[src/rtl/decode_ctrl_pipe.sv]
// decode_ctrl_pipe
//   Main decoder for the five-stage MIPS core, with a registered D/E control
//   stage and a multi-cycle divide sequencer.
//
//   Parameters
//     DIV_CYCLES : divider busy cycles (>= 2)
//     LINK_REG   : link destination register, used by the register-file
//                  write mux; only range-checked here
//
//   Ports
//     clk, resetn            : rising-edge clock, asynchronous active-low reset
//     instrD, validD         : D-stage instruction and its valid flag
//     stallE, flushE         : hold / bubble the E control register (flush wins)
//     branchD, jumpD, jrD    : combinational D-stage control-flow decisions
//     memtoregE .. riE       : registered E-stage controls
//     div_start              : one-cycle divider launch pulse
//     div_stall              : freeze F, D and E while the divider runs
module decode_ctrl_pipe #(
  parameter int DIV_CYCLES = 32,
  parameter int LINK_REG   = 31
) (
  input  logic        clk,
  input  logic        resetn,
  input  logic [31:0] instrD,
  input  logic        validD,
  input  logic        stallE,
  input  logic        flushE,
  output logic        branchD,
  output logic        jumpD,
  output logic        jrD,
  output logic        memtoregE,
  output logic        memwriteE,
  output logic        alusrcE,
  output logic        regdstE,
  output logic        regwriteE,
  output logic        linkE,
  output logic [1:0]  hregwriteE,
  output logic [1:0]  memsizeE,
  output logic        memsignE,
  output logic        riE,
  output logic        div_start,
  output logic        div_stall
);

  if (DIV_CYCLES < 2 || LINK_REG < 0 || LINK_REG > 31) begin : g_bad_param
    $error("decode_ctrl_pipe: DIV_CYCLES must be >= 2 and LINK_REG within 0..31");
  end

  localparam int CNT_W = $clog2(DIV_CYCLES);
  localparam logic [CNT_W-1:0] CNT_INIT = CNT_W'(DIV_CYCLES - 1);

  typedef struct packed {
    logic       memtoreg;
    logic       memwrite;
    logic       alusrc;
    logic       regdst;
    logic       regwrite;
    logic       link;
    logic [1:0] hregwrite;
    logic [1:0] memsize;
    logic       memsign;
    logic       ri;
    logic       div;
  } ctrl_t;

  typedef enum logic [1:0] {S_IDLE, S_BUSY, S_DONE} state_t;

  logic [5:0] op;
  logic [5:0] funct;
  logic [4:0] rt;
  logic       branch_c;
  logic       jump_c;
  logic       jr_c;
  ctrl_t      ctrl_d;
  ctrl_t      ctrl_q;
  state_t     state_d;
  state_t     state_q;
  logic [CNT_W-1:0] cnt_d;
  logic [CNT_W-1:0] cnt_q;

  // rs, rd, shamt and the immediate carry no control information.
  logic unused_instr_bits;
  assign unused_instr_bits = ^{instrD[25:21], instrD[15:6]};

  assign op    = instrD[31:26];
  assign rt    = instrD[20:16];
  assign funct = instrD[5:0];

  // ---------------- D stage: combinational decode ----------------
  always_comb begin
    ctrl_d   = '0;
    branch_c = 1'b0;
    jump_c   = 1'b0;
    jr_c     = 1'b0;
    if (validD) begin
      case (op)
        6'h00: begin
          ctrl_d.regdst   = 1'b1;
          ctrl_d.regwrite = 1'b1;
          case (funct)
            6'h00, 6'h02, 6'h03, 6'h04, 6'h06, 6'h07,
            6'h10, 6'h12,
            6'h20, 6'h21, 6'h22, 6'h23, 6'h24, 6'h25, 6'h26, 6'h27,
            6'h2A, 6'h2B: ;
            6'h08: begin
              ctrl_d.regwrite = 1'b0;
              jr_c            = 1'b1;
            end
            6'h09: begin
              jr_c        = 1'b1;
              ctrl_d.link = 1'b1;
            end
            6'h11: begin
              ctrl_d.regwrite  = 1'b0;
              ctrl_d.hregwrite = 2'b10;
            end
            6'h13: begin
              ctrl_d.regwrite  = 1'b0;
              ctrl_d.hregwrite = 2'b01;
            end
            6'h18, 6'h19: begin
              ctrl_d.regwrite  = 1'b0;
              ctrl_d.hregwrite = 2'b11;
            end
            6'h1A, 6'h1B: begin
              ctrl_d.regwrite  = 1'b0;
              ctrl_d.hregwrite = 2'b11;
              ctrl_d.div       = 1'b1;
            end
            default: begin
              ctrl_d    = '0;
              ctrl_d.ri = 1'b1;
            end
          endcase
        end
        6'h01: begin
          case (rt)
            5'd0, 5'd1: branch_c = 1'b1;
            5'd16, 5'd17: begin
              branch_c        = 1'b1;
              ctrl_d.regwrite = 1'b1;
              ctrl_d.link     = 1'b1;
            end
            default: ctrl_d.ri = 1'b1;
          endcase
        end
        6'h02: jump_c = 1'b1;
        6'h03: begin
          jump_c          = 1'b1;
          ctrl_d.regwrite = 1'b1;
          ctrl_d.link     = 1'b1;
        end
        6'h04, 6'h05, 6'h06, 6'h07: branch_c = 1'b1;
        6'h08, 6'h09, 6'h0A, 6'h0B, 6'h0C, 6'h0D, 6'h0E, 6'h0F: begin
          ctrl_d.alusrc   = 1'b1;
          ctrl_d.regwrite = 1'b1;
        end
        6'h20, 6'h21, 6'h23, 6'h24, 6'h25: begin
          ctrl_d.alusrc   = 1'b1;
          ctrl_d.memtoreg = 1'b1;
          ctrl_d.regwrite = 1'b1;
          case (op)
            6'h20:   begin ctrl_d.memsize = 2'b00; ctrl_d.memsign = 1'b1; end
            6'h21:   begin ctrl_d.memsize = 2'b01; ctrl_d.memsign = 1'b1; end
            6'h24:   ctrl_d.memsize = 2'b00;
            6'h25:   ctrl_d.memsize = 2'b01;
            default: ctrl_d.memsize = 2'b10;
          endcase
        end
        6'h28, 6'h29, 6'h2B: begin
          ctrl_d.alusrc   = 1'b1;
          ctrl_d.memwrite = 1'b1;
          case (op)
            6'h28:   ctrl_d.memsize = 2'b00;
            6'h29:   ctrl_d.memsize = 2'b01;
            default: ctrl_d.memsize = 2'b10;
          endcase
        end
        default: ctrl_d.ri = 1'b1;
      endcase
    end
  end

  assign branchD = branch_c;
  assign jumpD   = jump_c;
  assign jrD     = jr_c;

  // ---------------- D/E boundary: control register ----------------
  always_ff @(posedge clk or negedge resetn) begin
    if (!resetn) begin
      ctrl_q <= '0;
    end else if (flushE) begin
      ctrl_q <= '0;
    end else if (!stallE) begin
      ctrl_q <= ctrl_d;
    end
  end

  assign memtoregE  = ctrl_q.memtoreg;
  assign memwriteE  = ctrl_q.memwrite;
  assign alusrcE    = ctrl_q.alusrc;
  assign regdstE    = ctrl_q.regdst;
  assign regwriteE  = ctrl_q.regwrite;
  assign linkE      = ctrl_q.link;
  assign hregwriteE = ctrl_q.hregwrite;
  assign memsizeE   = ctrl_q.memsize;
  assign memsignE   = ctrl_q.memsign;
  assign riE        = ctrl_q.ri;

  // ---------------- E stage: divide sequencer ----------------
  always_ff @(posedge clk or negedge resetn) begin
    if (!resetn) begin
      state_q <= S_IDLE;
      cnt_q   <= '0;
    end else begin
      state_q <= state_d;
      cnt_q   <= cnt_d;
    end
  end

  always_comb begin
    state_d = state_q;
    cnt_d   = cnt_q;
    if (flushE) begin
      // The divide in E is being discarded, so abandon the sequence too.
      state_d = S_IDLE;
      cnt_d   = '0;
    end else begin
      case (state_q)
        S_IDLE: begin
          if (ctrl_q.div) begin
            state_d = S_BUSY;
            cnt_d   = CNT_INIT;
          end
        end
        S_BUSY: begin
          if (cnt_q == '0) begin
            state_d = S_DONE;
          end else begin
            cnt_d = cnt_q - CNT_W'(1);
          end
        end
        S_DONE: begin
          // Leave only once E advances, otherwise the same divide would relaunch.
          if (!stallE) begin
            state_d = S_IDLE;
          end
        end
        default: state_d = S_IDLE;
      endcase
    end
  end

  always_comb begin
    div_start = (state_q == S_IDLE) && ctrl_q.div;
    div_stall = ctrl_q.div && (state_q != S_DONE);
  end

endmodule

[config.mk]
export PLATFORM = sky130hd
export DESIGN_NAME = decode_ctrl_pipe
export DESIGN_NICKNAME = d
export VERILOG_FILES = /design/src/rtl/decode_ctrl_pipe.sv
export SDC_FILE = /design/constraint.sdc
export NUM_CORES = 1
export LEC_CHECK = 0
export ABC_AREA = 1
export CAP_MARGIN = 20
export CORE_ASPECT_RATIO = 1.1
export CORE_MARGIN = 10
export CORE_UTILIZATION = 49
export CTS_BUF_LIST = sky130_fd_sc_hd__clkbuf_8
export DETAILED_ROUTE_END_ITERATION = 12
export PLACE_DENSITY = 0.88
export SYNTH_ARGS = -nofsm -noshare
export SYNTH_HDL_FRONTEND = slang
export SYNTH_SLANG_ARGS = --single-unit
[constraint.sdc]
create_clock -name clk -period 3.3 [get_ports clk]
set_input_delay 0.66 -clock clk [delete_from_list [all_inputs] [get_ports clk]]
set_output_delay 0.66 -clock clk [all_outputs]
set_load 0.02 [all_outputs]
==> insert_results.sql, run 1 <==
INSERT INTO impl_metrics (metric_group, metric, value, unit) VALUES
('setup_path', 'worst-endpoint-required', '2.64', 'ns'),
('yosys', 'synth-edff-count', '0', ''),
('yosys', 'yosysWarningCount', '0', ''),
('floorplan', 'die_outline_width', '71.7', 'um'),
('setup_path', 'worstSetupPathType', 'in2out', ''),
('detailed_routing', 'remaining_drcs', '0', ''),
('timing', 'timing_max_transition_violations_final', '0', ''),
('global_route', 'groute.layer.met3.usage', '5.79', '%'),
('worst_hold_path', 'timing.hold.worst_endpoint', 'regdstE$_DFFE_PN0N_', ''),
('global_route', 'grtUsageMet1', '15.0', '%'),
('timing', 'fin_crit_sh', '93.2', '%'),
('detailed_routing', 'routed_wl', '3.57', 'mm'),
('yosys', 'synth_largest_area_cell', 'dfrtp_1', ''),
('yosys', 'postSynthCellCount', '206', ''),
('floorplan', 'io_pins', '54', ''),
('placed_design', 'detailed_place_hpwl', '2.80', 'mm'),
('floorplan', 'rows', '20', ''),
('yosys', 'synth_top_cells_by_area', 'dfrtp_1, nand2_1, inv_1, nor2_1, nand3_1', ''),
('global_route', 'pin_count_of_the_biggest_net_entering_global_routing', '21', ''),
('flow_run', 'drv_cap', '0', ''),
('timing', 'min_period', '3.08', 'ns'),
('yosys', 'synth_adder_area_share', '1.74', '%'),
('setup_path', 'rr_startpoint', 'cnt_q[0]$_DFFE_PN0P_', ''),
('global_route', 'top_usage_layer', 'met2', ''),
('setup_path', 'critical_path_buf_inv_count', '2', ''),
('clock_tree', 'cts_inserted_buffers', '3', ''),
('yosys', 'synth_top_family_by_area', 'simple AND/OR/NAND/NOR gates', ''),
('yosys', 'synth_flop_cell', 'dfrtp_1', ''),
('setup_path', 'critPathSlowestCell', 'clkdlybuf4s50_1', ''),
('timing', 'grt_setup_unrepaired', 'no', ''),
('timing', 'timing.slew.headroom', '41.9', '%'),
('clock_tree', 'htreeDepth', '1', ''),
('power', 'cellLeakagePower', '0.935', 'nW'),
('yosys', 'syn_nets', '245', ''),
('clock_tree', 'clockBufferDepth', '2', ''),
('floorplan', 'initial_standard_cell_utilization_of_the_core', '51.4', '%'),
('floorplan', 'floorplan_die_height', '76.9', 'um'),
('placed_design', 'io_buffer_count', '37', ''),
('yosys', 'synth_simple_gate_area_share', '36.1', '%'),
('setup_path', 'r2r_slack', '1.79', 'ns'),
('status', 'status', 'completed', ''),
('setup_path', 'depth_of_the_worst_register_to_register_path', '9', ''),
('worst_hold_path', 'timing.hold.worst.class', 'reg2reg', ''),
('finish', 'final_net_count', '282', ''),
('timing', 'timing.clock.skew', '0.00318', 'ns'),
('detailed_routing', 'wl_per_cell', '13.0', 'um'),
('setup_path', 'timing.critical_path.arrival', '2.42', 'ns'),
('global_route', 'grt_pass1_wl', '6.15', 'mm'),
('global_route', 'globalRouteMet2Util', '21.3', '%'),
('yosys', 'synthMuxAreaShare', '0', '%'),
('yosys', 'ys_seq_elements', '20', ''),
('detailed_routing', 'first_pass_iters', '4', ''),
('floorplan', 'dieArea', '5510', 'um2'),
('setup_path', 'cp_cell_sequence', 'clkdlybuf4s50_1 -> nor2_1 -> nand2_1 -> nor3_2 -> nand2_1 -> a21oi_1 -> clkdlybuf4s50_1', ''),
('yosys', 'syn_area_per_cell', '7.00', 'um2'),
('timing', 'final-setup-viol-count', '0', ''),
('detailed_routing', 'count_of_routing_violations_after_the_opening_detailed_route_iteration', '135', ''),
('finish', 'finalNonFillerCells', '275', ''),
('detailed_routing', 'route.vias.total', '1462', ''),
('setup_path', 'worst_path_largest_cell_delay', '0.62', 'ns'),
('setup_path', 'critical_path.reg2reg.endpoint', 'cnt_q[0]$_DFFE_PN0P_', ''),
('yosys', 'synth_area', '1440', 'um2'),
('placed_design', 'dp_cells', '271', ''),
('global_route', 'number_of_antenna_violations_at_the_first_check_in_global_routing', '0', ''),
('clock_tree', 'clk-insertion-delay-late', '0.26', 'ns'),
('setup_path', 'highest_net_fanout_along_the_worst_path', '4', ''),
('finish', 'finalCoreUtilization', '66.8', '%'),
('setup_path', 'cp-start-kind', 'input port', ''),
('finish', 'post_route_cells_drive_above_1_share', '8.26', '%'),
('worst_hold_path', 'min_path_cells', '2', ''),
('detailed_routing', 'vias_per_cell', '5.32', '');
## final cells by class
type | count | area [um2]
Fill cell | 254 | 931
Tap cell | 33 | 41.3
Inverter | 36 | 139
Multi-Input combinational cell | 144 | 756
Sequential cell | 20 | 500
Clock buffer | 4 | 55.1
Timing Repair Buffer | 38 | 380
## flip-flops by register name, indices dropped and copies added (netlist names), 2 cells and up
register,count
cnt_q,5
memsizeE,2
state_q,2
hregwriteE,2
## cells in the final DEF, fill, tap and decap left out, drive strengths merged, types with 2 or more instances in the layout
| master | count |
|---|---|
| nand2 | 47 |
| clkdlybuf4s50 | 36 |
| inv | 35 |
| nor2 | 34 |
| nand3 | 22 |
| dfrtp | 20 |
| nor3 | 8 |
| o21ai | 7 |
| a21oi | 5 |
| clkbuf | 4 |
| a32o | 3 |
| o22ai | 2 |
| a22o | 2 |
| o31ai | 2 |
| o41ai | 2 |
| ha | 2 |
## metrics by stage
stage / worst slack [ns] / instance area, um2 / power, W
CTS: 0.155 / 1870 / 0.000610
detailed placement: 0.154 / 1810 / 0.000421
global route: 0.0573 / 1870 / 0.000645
finish: 0.224 / 1870 / 0.000604
global placement: 0.156 / 1810 / 0.000419
floorplan: 1.15 / 1440 / 0.000365
## per-layer routing
| layer | routed length [um] | up-vias | share of wire [%] |
|---|---|---|---|
| li1 | - | 741 | - |
| met1 | 1520 | 666 | 42 |
| met2 | 1690 | 49 | 47 |
| met3 | 322 | 6 | 9.0 |
| met4 | 43 | 0 | 1.2 |
| met5 | 0 | - | 0 |
## synth_stat cells, types with 2 or more instances
library cell	count
nor2_1	31
o21ai_2	3
dfrtp_1	20
a21oi_1	5
o21ai_0	2
ha_1	2
a32o_1	3
o22ai_1	2
a22o_1	2
nand2_4	3
nor3_1	6
o21ai_1	2
nor2_2	2
nand3_1	22
o31ai_1	2
o41ai_1	2
inv_1	33
nand2_1	43
buf_4	4
## timing repair
item / 4_1_cts / 5_1_grt
hold buffers: 0 / 0
gates resized for setup: 0 / 1
setup endpoints to repair: 0 / 1
buffers inserted: 0 / 0
## cell families after synthesis
kind of cell | Yosys count
and+or+nand+nor | 113
buffers and inverters | 42
AOI/OAI and AO/OA | 29
DFF | 20
adders and majority gates | 2
## worst min-delay path, cell delays in order (launching register included)
cell and delay, ns:
dfrtp_1 0.35, nand2_1 0.06, nand2_1 0.06
## power by group
group / internal, W / switching (W)
clock network: 0.000106 / 0.0000793
logic: 0.0000601 / 0.0000901
registers: 0.000259 / 0.00000985
## how the worst max path moves through the flow
stage,slack (ns),end,cells after the start
CTS,0.15,jrD,9
global route,0.06,branchD,7
global placement,0.16,jrD,9
finish,0.22,branchD,7
detailed placement,0.15,jrD,9
floorplan,1.15,branchD,5
No activity file was read; power rests on OpenSTA's default activity.
==> run 2, diff against run 1 <==
--- a/config.mk
+++ b/config.mk
@@ -12,7 +12,9 @@
 export CORE_UTILIZATION = 49
 export CTS_BUF_LIST = sky130_fd_sc_hd__clkbuf_8
 export DETAILED_ROUTE_END_ITERATION = 12
+export GPL_ROUTABILITY_DRIVEN = 0
 export PLACE_DENSITY = 0.88
+export SLEW_MARGIN = 10
 export SYNTH_ARGS = -nofsm -noshare
 export SYNTH_HDL_FRONTEND = slang
 export SYNTH_SLANG_ARGS = --single-unit
==> constraint.sdc (replaced) <==
create_clock -name clk -period 3.3 [get_ports clk]
set_input_delay 0.825 -clock clk [delete_from_list [all_inputs] [get_ports clk]]
set_output_delay 0.825 -clock clk [all_outputs]
set_load 0.02 [all_outputs]
==> run 2 against run 1 <==
Net effect:
- via count is 2.3% higher
- power is 3.8% lower
- critical path depth stayed put
- sequential cell count stayed put
- critical path type unchanged
- largest cell class unchanged
==> insert_results.sql, run 2 (synthesis results as in run 1) <==
INSERT INTO impl_metrics (metric_group, metric, value, unit) VALUES
('finish', 'final_net_count', '296', ''),
('setup_path', 'cp-start-kind', 'input port', ''),
('timing', 'fin_tns_setup', '0', 'ns'),
('power', 'clock_power_share', '26.2', '%'),
('clock_tree', 'clk-insertion-delay-late', '0.25', 'ns'),
('timing', 'timing.clock.skew', '0.00106', 'ns'),
('floorplan', 'initial_standard_cell_utilization_of_the_core', '51.4', '%'),
('setup_path', 'kind_of_end_point_of_the_critical_path', 'output pin', ''),
('finish', 'n_antenna_cell', '0', ''),
('worst_hold_path', 'timing.hold.worst_endpoint', 'regdstE$_DFFE_PN0N_', ''),
('setup_path', 'worst-endpoint-required', '2.47', 'ns'),
('setup_path', 'timing.critical_path.arrival', '2.25', 'ns'),
('power', 'pwr-share-comb', '27.5', '%'),
('power', 'total_power', '0.000581', 'W'),
('worst_hold_path', 'min_path_cells', '2', ''),
('power', 'switching_fraction_of_total_power', '29.8', '%'),
('global_route', 'grt_pass1_vias', '1520', ''),
('power', 'max-vdd-ir-drop', '0.440', 'mV'),
('detailed_routing', 'count_of_routing_violations_after_the_opening_detailed_route_iteration', '109', ''),
('finish', 'finalCoreUtilization', '70.0', '%'),
('timing', 'hold_ws', '0.483', 'ns'),
('status', 'status', 'completed', ''),
('power', 'switching_power', '0.000173', 'W'),
('timing', 'timing_max_transition_violations_final', '0', ''),
('placed_design', 'dp_cells', '285', ''),
('setup_path', 'rr_startpoint', 'cnt_q[0]$_DFFE_PN0P_', ''),
('finish', 'post_route_cells_drive_above_1_share', '12.9', '%'),
('finish', 'finalNonFillerCells', '288', ''),
('placed_design', 'detailed_place_hpwl', '3.00', 'mm'),
('timing', 'final-setup-viol-count', '0', ''),
('floorplan', 'io_pins', '54', ''),
('finish', 'mostFrequentLayoutCell', 'nand2_1', ''),
('worst_hold_path', 'hold_path_startpoint', 'regdstE$_DFFE_PN0N_', ''),
('finish', 'largest_reg_flops', '5', ''),
('setup_path', 'critical_path.reg2reg.endpoint', 'cnt_q[0]$_DFFE_PN0P_', ''),
('timing', 'measured_slew_at_the_worst_slew_check_pin', '0.882', 'ns'),
('floorplan', 'dieArea', '5510', 'um2'),
('finish', 'max_flop_register', 'cnt_q', ''),
('floorplan', 'floorplan_die_height', '76.9', 'um'),
('clock_tree', 'postCtsSetupBuffers', '0', ''),
('detailed_routing', 'remaining_drcs', '0', ''),
('finish', 'final_cell_mix', 'nand2_1, clkdlybuf4s50_1, inv_1', ''),
('power', 'cellLeakagePower', '1.01', 'nW'),
('clock_tree', 'cts_inserted_buffers', '3', ''),
('floorplan', 'design.core.area', '2800', 'um2'),
('detailed_routing', 'vias_per_cell', '5.19', ''),
('setup_path', 'depth_of_the_worst_register_to_register_path', '9', ''),
('detailed_routing', 'route.vias.total', '1496', ''),
('flow_run', 'drv_cap', '0', ''),
('clock_tree', 'cts-hold-fix-buffers', '0', ''),
('detailed_routing', 'wl_per_cell', '12.7', 'um'),
('setup_path', 'worstSetupPathType', 'in2out', ''),
('timing', 'max_freq', '325', 'MHz'),
('clock_tree', 'clkTransAtPathRegs', '0.07', 'ns'),
('power', 'cellPowerDensity', '296', 'nW/um2'),
('clock_tree', 'numClockSinks', '20', ''),
('timing', 'fin_crit_sh', '93.2', '%'),
('power', 'power.share.sequential', '46.3', '%'),
('global_route', 'grt_pass1_wl', '6.67', 'mm'),
('clock_tree', 'clockBufferDepth', '2', ''),
('detailed_routing', 'antenna_left', '0', ''),
('detailed_routing', 'routed_wl', '3.65', 'mm'),
('global_route', 'grt-ovfl-total', '0', ''),
('clock_tree', 'tritoncts', 'yes', ''),
('global_route', 'number_of_antenna_violations_at_the_first_check_in_global_routing', '0', ''),
('timing', 'grt_setup_unrepaired', 'no', ''),
('finish', 'syn_to_final_growth', '36.0', '%'),
('global_route', 'grt_usage', '13.8', '%'),
('floorplan', 'die_outline_width', '71.7', 'um'),
('timing', 'timing.slew.headroom', '41.0', '%'),
('floorplan', 'rows', '20', ''),
('clock_tree', 'cts_root_buffer', 'clkbuf_8', ''),
('placed_design', 'io_buffer_count', '37', ''),
('power', 'internal_power', '0.000408', 'W'),
('clock_tree', 'htreeDepth', '1', ''),
('finish', 'final.fill_count', '242', ''),
('timing', 'min_period', '3.08', 'ns'),
('timing', 'final-hold-violation-count', '0', ''),
('setup_path', 'r2r_slack', '1.82', 'ns'),
('detailed_routing', 'first_pass_iters', '4', ''),
('global_route', 'pin_count_of_the_biggest_net_entering_global_routing', '21', ''),
('worst_hold_path', 'timing.hold.worst.class', 'reg2reg', ''),
('setup_path', 'highest_net_fanout_along_the_worst_path', '3', '');
==> run 2: changes by cell type in the layout (fill, tap and decap cells not counted), sizes merged <==
cell,change
clkdlybuf4s50,-2
dlygate4sd2,+2
clkbuf,-1
buf,+14
==> run 2: what timing repair did <==
item,CTS,global route
gates resized for setup,2,1
setup endpoints to repair,2,1
gates cloned,0,0
==> run 2: power by group through the flow <==
stage	combinational, W	sequential, W	clock, W
6_report	0.000160	0.000269	0.000152
5_1_grt	0.000181	0.000271	0.000168
4_1_cts	0.000160	0.000269	0.000157
3_5_place_dp	0.000159	0.000273	0
3_3_place_gp	0.000155	0.000273	0
2_1_floorplan	0.0000922	0.000273	0
==> run 2: metrics by stage <==
step	setup slack [ns]	area, um2
after floorplan	0.820	1440
after global placement	-0.0357	1920
after detailed placement	-0.0680	1920
after CTS	0.00249	1960
after global routing	0.0236	1960
final	0.224	1960
==> run 2: worst max-delay path by stage <==
stage	depth (start not counted)	slack, ns	end	startpoint
after floorplan	5	0.82	branchD	instrD[31]
after global placement	7	-0.04	branchD	instrD[28]
after detailed placement	7	-0.07	branchD	instrD[30]
after CTS	6	0.002	jumpD	instrD[30]
after global routing	7	0.02	branchD	instrD[28]
final	7	0.22	branchD	instrD[31]
==> run 2: per-layer routing <==
metal	part of all wire, %	global-route usage (%)	vias to the layer above
met5	0	0	-
met4	0	0.969	0
met3	6.0	4.63	0
met2	51	23.9	41
met1	43	16.6	692
li1	-	-	763
==> run 2: critical path, cell delays in order <==
cell and delay (ns):
clkdlybuf4s50_1 0.42, nor2_1 0.15, nand2_1 0.12, nor3_2 0.16
nand2_1 0.10, a21oi_1 0.13, dlygate4sd2_1 0.35
==> run 2: cell type report <==
class                           instances  area (um2)  area share [%]
Multi-Input combinational cell        144         756            38.5
Sequential cell                        20         500            25.5
Timing Repair Buffer                   52         483            24.6
Inverter                               36         139            7.08
Clock buffer                            3        41.3            2.11
Tap cell                               33        41.3            2.11
